[src/rtl/flappy_pkg.sv]
// flappy_pkg: shared types and constants for the Flappy Bird game controller.
//   game_state_e   - game phase (idle / playing / dead)
//   Def*           - default values of the controller parameters
//   geometry       - bird half-height, gap offsets and ground reference, all in
//                    screen pixels (y grows downwards on screen, bird_coord grows upwards)
package flappy_pkg;

   typedef enum logic [1:0] {StIdle, StPlay, StDead} game_state_e;

   // Default controller parameters
   localparam int unsigned DefPipeSpeed = 2;
   localparam int unsigned DefPipeWrap  = 345;
   localparam int unsigned DefGravity   = 1;
   localparam int unsigned DefFlapVel   = 8;
   localparam int unsigned DefMaxFall   = 10;
   localparam int unsigned DefBirdMin   = 20;
   localparam int unsigned DefBirdMax   = 460;
   localparam int unsigned DefBirdStart = 240;
   localparam int unsigned DefScorePos  = 246;
   localparam int unsigned DefDeadHold  = 60;

   // Geometry. The bird occupies screen x 100..140; pipe0 overlaps that column
   // while pipe_pos is strictly inside HitPosLo..HitPosHi.
   localparam int unsigned BirdHalfH = 20;
   localparam int unsigned GapTopOff = 75;
   localparam int unsigned GapBotOff = 215;
   localparam int unsigned GroundY   = 500;  // 480 + half-height: bottom edge = GroundY - bird
   localparam int unsigned HitPosLo  = 155;
   localparam int unsigned HitPosHi  = 245;

   // Game values
   localparam int unsigned ResetGap = 100;
   localparam int unsigned GapBase  = 40;
   localparam int unsigned ScoreMax = 15;
   localparam logic [7:0]  LfsrSeed = 8'hA5;

endpackage

[src/rtl/flappy_game_ctrl_if.sv]
// flappy_game_ctrl_if: frame/button inputs and renderer-facing game state.
//   frame_tick    - one-cycle pulse per video frame
//   flap          - one-cycle debounced button pulse
//   bird_coord    - bird centre height above screen bottom
//   pipe_pos      - pipe scroll offset
//   pipe_array0/1 - gap tops of leading / trailing pipe
//   current_score - saturating score
//   game_over     - high while the bird is dead
// master: the frame/button source and renderer; slave: the game controller.
interface flappy_game_ctrl_if;

   logic       frame_tick;
   logic       flap;
   logic [9:0] bird_coord;
   logic [8:0] pipe_pos;
   logic [7:0] pipe_array0;
   logic [7:0] pipe_array1;
   logic [3:0] current_score;
   logic       game_over;

   modport master (
      output frame_tick, flap,
      input  bird_coord, pipe_pos, pipe_array0, pipe_array1, current_score, game_over
   );

   modport slave (
      input  frame_tick, flap,
      output bird_coord, pipe_pos, pipe_array0, pipe_array1, current_score, game_over
   );

endinterface

[src/rtl/flappy_lfsr.sv]
// flappy_lfsr: free-running 8-bit Fibonacci LFSR (taps 8,6,5,4), seeded on clr.
//   dclk - clock
//   clr  - synchronous active-high reset (loads the seed)
//   rnd  - low 7 bits of the current LFSR state
module flappy_lfsr
   import flappy_pkg::*;
(
   input  logic       dclk,
   input  logic       clr,
   output logic [6:0] rnd
);

   logic [7:0] lfsr_q;
   logic       fb;

   assign fb  = lfsr_q[7] ^ lfsr_q[5] ^ lfsr_q[4] ^ lfsr_q[3];
   assign rnd = lfsr_q[6:0];

   always_ff @(posedge dclk) begin
      if (clr) begin
         lfsr_q <= LfsrSeed;
      end else begin
         lfsr_q <= {lfsr_q[6:0], fb};
      end
   end

endmodule

[src/rtl/flappy_game_ctrl.sv]
// flappy_game_ctrl: per-frame game sequencer for the VGA Flappy Bird display.
//   dclk - 25 MHz pixel clock
//   clr  - synchronous active-high reset
//   bus  - slave side of flappy_game_ctrl_if (frame_tick/flap in, game state out)
// All game state changes on frame_tick only; outputs are registered so an update
// on the tick cycle is visible one cycle later, inside vertical blanking.
module flappy_game_ctrl
   import flappy_pkg::*;
#(
   parameter int unsigned PIPE_SPEED = DefPipeSpeed,
   parameter int unsigned PIPE_WRAP  = DefPipeWrap,
   parameter int unsigned GRAVITY    = DefGravity,
   parameter int unsigned FLAP_VEL   = DefFlapVel,
   parameter int unsigned MAX_FALL   = DefMaxFall,
   parameter int unsigned BIRD_MIN   = DefBirdMin,
   parameter int unsigned BIRD_MAX   = DefBirdMax,
   parameter int unsigned BIRD_START = DefBirdStart,
   parameter int unsigned SCORE_POS  = DefScorePos,
   parameter int unsigned DEAD_HOLD  = DefDeadHold
) (
   input logic               dclk,
   input logic               clr,
   flappy_game_ctrl_if.slave bus
);

   localparam int unsigned DcntW = $clog2(DEAD_HOLD + 1);

   localparam logic signed [7:0]  Grav     = 8'(GRAVITY);
   localparam logic signed [7:0]  FlapV    = 8'(FLAP_VEL);
   localparam logic signed [7:0]  VelFloor = 8'(0 - int'(MAX_FALL));
   localparam logic signed [10:0] BirdMaxS = 11'(BIRD_MAX);
   localparam logic signed [10:0] BirdMinS = 11'(BIRD_MIN);
   localparam logic signed [10:0] TopRef   = 11'(GroundY - 2 * BirdHalfH);
   localparam logic signed [10:0] BotRef   = 11'(GroundY);
   localparam logic signed [10:0] GapTopS  = 11'(GapTopOff);
   localparam logic signed [10:0] GapBotS  = 11'(GapBotOff);

   game_state_e       st_q, st_d;
   logic [9:0]        bird_q, bird_d;
   logic signed [7:0] vel_q, vel_d;
   logic [8:0]        pos_q, pos_d;
   logic [7:0]        pa0_q, pa0_d;
   logic [7:0]        pa1_q, pa1_d;
   logic [3:0]        score_q, score_d;
   logic              over_q, over_d;
   logic              pend_q, pend_d;
   logic [DcntW-1:0]  dcnt_q, dcnt_d;

   logic [6:0]         rnd;
   logic               flap_eff;
   logic signed [7:0]  vel_dec, vel_new;
   logic signed [10:0] nb;
   logic [9:0]         bird_new;
   logic               fall_dead;
   logic [9:0]         np;
   logic [8:0]         pos_new;
   logic [7:0]         pa0_new, pa1_new;
   logic [3:0]         score_new;
   logic signed [10:0] top, bot, gap_top, gap_bot;
   logic               hit;

   flappy_lfsr u_lfsr (
      .dclk (dclk),
      .clr  (clr),
      .rnd  (rnd)
   );

   // A flap arriving on the tick cycle itself applies to that tick.
   assign flap_eff = pend_q | bus.flap;

   // One frame of physics, evaluated every cycle and committed only on a PLAY tick.
   always_comb begin
      vel_dec = vel_q - Grav;
      if (flap_eff) begin
         vel_new = FlapV;
      end else if (vel_dec < VelFloor) begin
         vel_new = VelFloor;
      end else begin
         vel_new = vel_dec;
      end

      nb        = $signed({1'b0, bird_q}) + $signed({{3{vel_new[7]}}, vel_new});
      fall_dead = 1'b0;
      if (nb > BirdMaxS) begin
         bird_new = 10'(BIRD_MAX);
      end else if (nb < BirdMinS) begin
         bird_new  = 10'(BIRD_MIN);
         fall_dead = 1'b1;
      end else begin
         bird_new = nb[9:0];
      end

      np      = {1'b0, pos_q} + 10'(PIPE_SPEED);
      pos_new = np[8:0];
      pa0_new = pa0_q;
      pa1_new = pa1_q;
      if (np >= 10'(PIPE_WRAP)) begin
         pos_new = 9'(np - 10'(PIPE_WRAP));
         pa0_new = pa1_q;
         pa1_new = {1'b0, rnd} + 8'(GapBase);
      end

      // Score on the unwrapped position so a crossing right at the wrap still counts.
      score_new = score_q;
      if (({1'b0, pos_q} < 10'(SCORE_POS)) && (np >= 10'(SCORE_POS)) &&
          (score_q != 4'(ScoreMax))) begin
         score_new = score_q + 4'd1;
      end

      // Screen-space (y down) edges of the bird and of the gap in pipe0.
      top     = TopRef - $signed({1'b0, bird_new});
      bot     = BotRef - $signed({1'b0, bird_new});
      gap_top = $signed({3'b000, pa0_new}) + GapTopS;
      gap_bot = $signed({3'b000, pa0_new}) + GapBotS;
      hit     = (pos_new > 9'(HitPosLo)) && (pos_new < 9'(HitPosHi)) &&
                ((top <= gap_top) || (bot >= gap_bot));
   end

   always_comb begin
      st_d    = st_q;
      bird_d  = bird_q;
      vel_d   = vel_q;
      pos_d   = pos_q;
      pa0_d   = pa0_q;
      pa1_d   = pa1_q;
      score_d = score_q;
      dcnt_d  = dcnt_q;
      pend_d  = pend_q | bus.flap;

      if (bus.frame_tick) begin
         // Every tick consumes the pending flap, whether or not it is used.
         pend_d = 1'b0;
         unique case (st_q)
            StIdle: begin
               if (flap_eff) begin
                  st_d = StPlay;
               end
            end
            StPlay: begin
               vel_d   = vel_new;
               bird_d  = bird_new;
               pos_d   = pos_new;
               pa0_d   = pa0_new;
               pa1_d   = pa1_new;
               score_d = score_new;
               if (fall_dead || hit) begin
                  st_d = StDead;
               end
            end
            StDead: begin
               if (dcnt_q == DcntW'(DEAD_HOLD)) begin
                  if (flap_eff) begin
                     st_d    = StIdle;
                     bird_d  = 10'(BIRD_START);
                     vel_d   = '0;
                     pos_d   = '0;
                     pa0_d   = 8'(ResetGap);
                     pa1_d   = 8'(ResetGap);
                     score_d = '0;
                     dcnt_d  = '0;
                  end
               end else begin
                  dcnt_d = dcnt_q + DcntW'(1);
               end
            end
            default: st_d = StIdle;
         endcase
      end

      over_d = (st_d == StDead);
   end

   always_ff @(posedge dclk) begin
      if (clr) begin
         st_q    <= StIdle;
         bird_q  <= 10'(BIRD_START);
         vel_q   <= '0;
         pos_q   <= '0;
         pa0_q   <= 8'(ResetGap);
         pa1_q   <= 8'(ResetGap);
         score_q <= '0;
         over_q  <= 1'b0;
         pend_q  <= 1'b0;
         dcnt_q  <= '0;
      end else begin
         st_q    <= st_d;
         bird_q  <= bird_d;
         vel_q   <= vel_d;
         pos_q   <= pos_d;
         pa0_q   <= pa0_d;
         pa1_q   <= pa1_d;
         score_q <= score_d;
         over_q  <= over_d;
         pend_q  <= pend_d;
         dcnt_q  <= dcnt_d;
      end
   end

   assign bus.bird_coord    = bird_q;
   assign bus.pipe_pos      = pos_q;
   assign bus.pipe_array0   = pa0_q;
   assign bus.pipe_array1   = pa1_q;
   assign bus.current_score = score_q;
   assign bus.game_over     = over_q;

endmodule
[src/flat_wrapper.sv]
// flat-port wrapper written by rule: the top's interface ports become plain ports
module flappy_game_ctrl_flat import flappy_pkg::*;
#(
   parameter int unsigned PIPE_SPEED = DefPipeSpeed,
   parameter int unsigned PIPE_WRAP  = DefPipeWrap,
   parameter int unsigned GRAVITY    = DefGravity,
   parameter int unsigned FLAP_VEL   = DefFlapVel,
   parameter int unsigned MAX_FALL   = DefMaxFall,
   parameter int unsigned BIRD_MIN   = DefBirdMin,
   parameter int unsigned BIRD_MAX   = DefBirdMax,
   parameter int unsigned BIRD_START = DefBirdStart,
   parameter int unsigned SCORE_POS  = DefScorePos,
   parameter int unsigned DEAD_HOLD  = DefDeadHold
)
  (dclk, clr, bus_frame_tick, bus_flap, bus_bird_coord, bus_pipe_pos, bus_pipe_array0, bus_pipe_array1, bus_current_score, bus_game_over);
  flappy_game_ctrl_if bus_i ();
  input logic dclk;
  input logic clr;
  input wire logic [$bits(bus_i.frame_tick)-1:0] bus_frame_tick;
  input wire logic [$bits(bus_i.flap)-1:0] bus_flap;
  output wire logic [$bits(bus_i.bird_coord)-1:0] bus_bird_coord;
  output wire logic [$bits(bus_i.pipe_pos)-1:0] bus_pipe_pos;
  output wire logic [$bits(bus_i.pipe_array0)-1:0] bus_pipe_array0;
  output wire logic [$bits(bus_i.pipe_array1)-1:0] bus_pipe_array1;
  output wire logic [$bits(bus_i.current_score)-1:0] bus_current_score;
  output wire logic [$bits(bus_i.game_over)-1:0] bus_game_over;
  assign bus_i.frame_tick = bus_frame_tick;
  assign bus_i.flap = bus_flap;
  assign bus_bird_coord = bus_i.bird_coord;
  assign bus_pipe_pos = bus_i.pipe_pos;
  assign bus_pipe_array0 = bus_i.pipe_array0;
  assign bus_pipe_array1 = bus_i.pipe_array1;
  assign bus_current_score = bus_i.current_score;
  assign bus_game_over = bus_i.game_over;
  flappy_game_ctrl #(.PIPE_SPEED(PIPE_SPEED), .PIPE_WRAP(PIPE_WRAP), .GRAVITY(GRAVITY), .FLAP_VEL(FLAP_VEL), .MAX_FALL(MAX_FALL), .BIRD_MIN(BIRD_MIN), .BIRD_MAX(BIRD_MAX), .BIRD_START(BIRD_START), .SCORE_POS(SCORE_POS), .DEAD_HOLD(DEAD_HOLD)) u_core (.dclk(dclk), .clr(clr), .bus(bus_i));
endmodule
[config.mk]
export PLATFORM = sky130hd
export DESIGN_NAME = flappy_game_ctrl_flat
export DESIGN_NICKNAME = d
export VERILOG_FILES = /design/src/rtl/flappy_pkg.sv /design/src/rtl/flappy_game_ctrl_if.sv /design/src/rtl/flappy_lfsr.sv /design/src/rtl/flappy_game_ctrl.sv /design/src/flat_wrapper.sv
export SDC_FILE = /design/constraint.sdc
export NUM_CORES = 1
export LEC_CHECK = 0
export ABC_AREA = 1
export BUFFER_PORTS_ARGS = -buffer_cell sky130_fd_sc_hd__buf_2
export CAP_MARGIN = 40
export CORE_MARGIN = 2
export CORE_UTILIZATION = 35
export CTS_BUF_LIST = sky130_fd_sc_hd__clkbuf_2 sky130_fd_sc_hd__clkbuf_4 sky130_fd_sc_hd__clkbuf_8
export CTS_CLUSTER_SIZE = 25
export DETAILED_ROUTE_END_ITERATION = 12
export GPL_TIMING_DRIVEN = 1
export PLACE_DENSITY = 0.48
export SYNTH_ARGS = -nofsm -noshare
export SYNTH_HDL_FRONTEND = slang
export SYNTH_SLANG_ARGS = --single-unit
[constraint.sdc]
create_clock -name dclk -period 15.3 [get_ports dclk]
set_input_delay 2.295 -clock dclk [delete_from_list [all_inputs] [get_ports dclk]]
set_output_delay 2.295 -clock dclk [all_outputs]
set_load 0.03 [all_outputs]
==> parameters.txt <==
Parameter                              Value

Setup path
  Critical setup path kind    in -> reg
  Required @ worst endpoint    15550 ps
  Critical-path top delay cell    sky130_fd_sc_hd__or3b_2
  CP Capture Type    flop
  Critical-path maximum fanout    20
  WP data arrival    7720 ps
  Startpoint kind of the worst setup timing path    input port
  WP buf/inv    5
  Most numerous cell on the critical path    sky130_fd_sc_hd__nand2_1
  Crit path max-delay family    simple AND/OR/NAND/NOR gates
  Peak per-stage delay on the critical path    460 ps

Job
  Number of maximum-capacitance constraint violations    0

Synthesis
  Number of enable flip-flop cells after synthesis    0
  Leading post-synthesis cells by cell area    sky130_fd_sc_hd__dfxtp_1 25%, sky130_fd_sc_hd__nand2_1 12%, sky130_fd_sc_hd__ha_1 9.9%, sky130_fd_sc_hd__inv_1 8.0%, sky130_fd_sc_hd__a21oi_1 5.7%
  Flops & latches, synth    65
  Synth unique cells    53
  Most frequent cell after synthesis    sky130_fd_sc_hd__nand2_1
  Net count after synthesis    808
  Most used standard cells in the synthesized netlist    162 x sky130_fd_sc_hd__nand2_1, 110 x sky130_fd_sc_hd__inv_1, 65 x sky130_fd_sc_hd__dfxtp_1
  Sequential element share of the synthesized area    0.252
  Fraction of registers with async set or reset after synthesis    0
  Number of synthesis warnings    0
  Fraction of synthesized cell area taken by the top area cell type    0.252
  Per-instance average area after synthesis    6.77 um2
  Mapped Area    between 0.005 and 0.006 mm2
  Biggest area consumer among synthesized cells    sky130_fd_sc_hd__dfxtp_1
  Syn Inst Count    762
  Synth Flop Type    sky130_fd_sc_hd__dfxtp_1

GRT
  Vias in the first global route    4860
  Antenna violations before repair    0
  Pin count of the biggest net entering global routing    45
  Wire length of the first global-routing pass    23.3 mm
  Global route overflow    0
  Global router's overall resource usage    0.180

Placed design
  Cell Count Post-Placement    976
  Estimated wirelength of the detail-placed design    10.7 mm
  IO Port Bufs    43
  Final weighted congestion in routability-driven placement    ~0.90

Power and ir drop
  Reported leakage power    2.81 nW
  Portion of total power attributed to the clock network    0.232
  Power, Total    0.734 mW
  Internal Power    0.404 mW
  Sw frac    0.450
  Worst ir drop on vdd    0.0000587 V
  Cell area power density    127 mW/mm2
  Switching power of the nets    0.330 mW
  Sequential group share of total power    0.251
  Proportion of power drawn by combinational gates    0.517

Drt
  Pre-antenna DRT Iters    4
  Total number of vias    4967
  Post-detailed-route DRC marker count    0
  Antenna-violating nets left    0
  Final wirelength    13.8 mm
  Average routed wire per standard cell    13.9 um
  Via density per instance    ~5.0
  Number of violations reported at the end of detailed-routing iteration 0    340

Floorplan
  Die H    roughly 130 um
  Total die area    0.0157 mm2
  Number of rows in the core area    44
  Total I/O pin count    44
  Initial standard-cell utilization of the core    0.357
  Area of the core region    0.0145 mm2
  X dimension of the die    roughly 130 um

CTS
  Clock tree root buffer cell    sky130_fd_sc_hd__clkbuf_8
  Clk pin slew, worst setup/hold paths    80 ps
  Clock insertion delay at the later pin of the skew report    360 ps
  Number of buffers inserted during clock tree synthesis    9
  Number of resized instances in the post-cts repair step    0
  Postcts setup bufs    0
  Number of sinks handled by clock tree synthesis    65
  Clock tree from TritonCTS    done
  Maximum count of clock buffers along a single path    2
  H-tree level count    3
  CTS hold repair buffers    0

STA
  RSZ-0062 raised after global routing    no
  Shortest period the worst path allows    7470 ps
  Setup TNS Final    0 ps
  Max Freq    0.134 GHz
  Post-route clock period utilization    0.488
  Setup violation total in the final timing report    0
  Transition at the pin with the smallest max-transition slack    769 ps
  Hold Fails Final Rpt    0
  Final Slew Violations    0
  Clock Skew    around 11 ps
  Max-Slew Margin vs Limit    0.487

Finish
  Share of final-layout standard cells stronger than drive strength 1    0.171
  Area added between synthesis and finish    11.8%
  Diode insertion count for antenna repair    0
  Final Instance Count excl. Fillers    992
  Post-layout nets    849

Min path
  Worst min-delay path category    reg -> reg

Outcome
  Outcome    complete, no violations
## path summary, 6_finish.rpt
| check | to | slack, ps | start | depth (start not counted) |
|---|---|---|---|---|
| setup / recovery | u_core.bus.game_over | 7830 | bus_flap | 36 |
| setup reg to reg | u_core.bus.game_over | 8820 | u_core.vel_q[0] | 40 |
| hold reg to reg | u_core.u_lfsr.lfsr_q[1] | 440 | u_core.u_lfsr.lfsr_q[0] | 2 |
| hold / removal | u_core.u_lfsr.lfsr_q[1] | 440 | u_core.u_lfsr.lfsr_q[0] | 2 |
## power groups by stage
stage	Clock [mW]	Combinational (mW)	Sequential (mW)
global placement	0	0.375	0.188
detailed placement	0	0.379	0.188
global route	0.183	0.433	0.186
floorplan	0	0.294	0.194
CTS	0.176	0.382	0.185
finish	0.170	0.380	0.184
## kinds of logic (layout without fill, tap and decap cells)
| family | Yosys count | after routing | synth area share |
|---|---|---|---|
| AND/OR/NAND/NOR | 354 | 354 | 0.334 |
| AO/OA/AOI/OAI | 132 | 132 | 0.145 |
| flip-flops | 65 | 65 | 0.252 |
| XOR/XNOR | 36 | 36 | 0.0640 |
| buffers and inverters | 133 | 179 | 0.101 |
| adder cells (fa/ha/maj) | 42 | 42 | 0.103 |
## layout by cell type (no fill, tap or decap), drive strengths merged, types with 10 or more instances in the layout
| cell | count |
|---|---|
| xor2 | 32 |
| dfxtp | 65 |
| clkbuf | 10 |
| ha | 41 |
| a21oi | 62 |
| inv | 118 |
| buf | 45 |
| nand4 | 17 |
| or2 | 11 |
| nor2 | 61 |
| o21ai | 42 |
| nand3 | 57 |
| nand2 | 194 |
## registers in the layout, summed over array words and instances (netlist names)
signal and count:
u_core.bus.bird_coord 10, u_core.bus.current_score 4, u_core.bus.game_over 1, u_core.bus.pipe_array0 8, u_core.bus.pipe_array1 8, u_core.bus.pipe_pos 9
u_core.dcnt_q 6, u_core.pend_q 1, u_core.st_q 2, u_core.u_lfsr.lfsr_q 8, u_core.vel_q 8
## layer usage
| metal | track usage | vias up | share of wire |
|---|---|---|---|
| met5 | 0 | - | 0 |
| met4 | 0.0608 | 0 | 0.021 |
| met3 | 0.0394 | 26 | 0.041 |
| met2 | 0.294 | 83 | 0.46 |
| met1 | 0.236 | 2291 | 0.47 |
| li1 | - | 2567 | - |
## stage by stage
step | area (um2) | setup slack (ps) | hold slack (ps) | util
5_1_grt | 5770 | 7150 | 461 | 0.399
6_report | 5770 | 7830 | 436 | 0.399
2_1_floorplan | 5160 | 8200 | 400 | -
3_3_place_gp | 5550 | 7650 | 433 | 0.383
4_1_cts | 5770 | 7820 | 443 | 0.399
3_5_place_dp | 5550 | 7440 | 432 | 0.383
## layout make-up
type                       instances  area, um2
clock buffer                      10        131
clock inverter                     6       91.3
fill                            1550       8710
inverter                         118        450
multi-input combinational        564       3340
sequential                        65       1300
tap                              184        230
timing repair buffer              45        230
## worst reg2reg max path: cells and delay by family (launching register included)
family | cells | cell delay [ps]
and+or+nand+nor | 25 | 2970
AOI/OAI and AO/OA | 3 | 600
DFF | 1 | 340
xor gates and xnor gates | 2 | 350
buffers and inverters | 4 | 330
adders and majority gates | 6 | 1780
No activity file was read; power rests on OpenSTA's default activity.
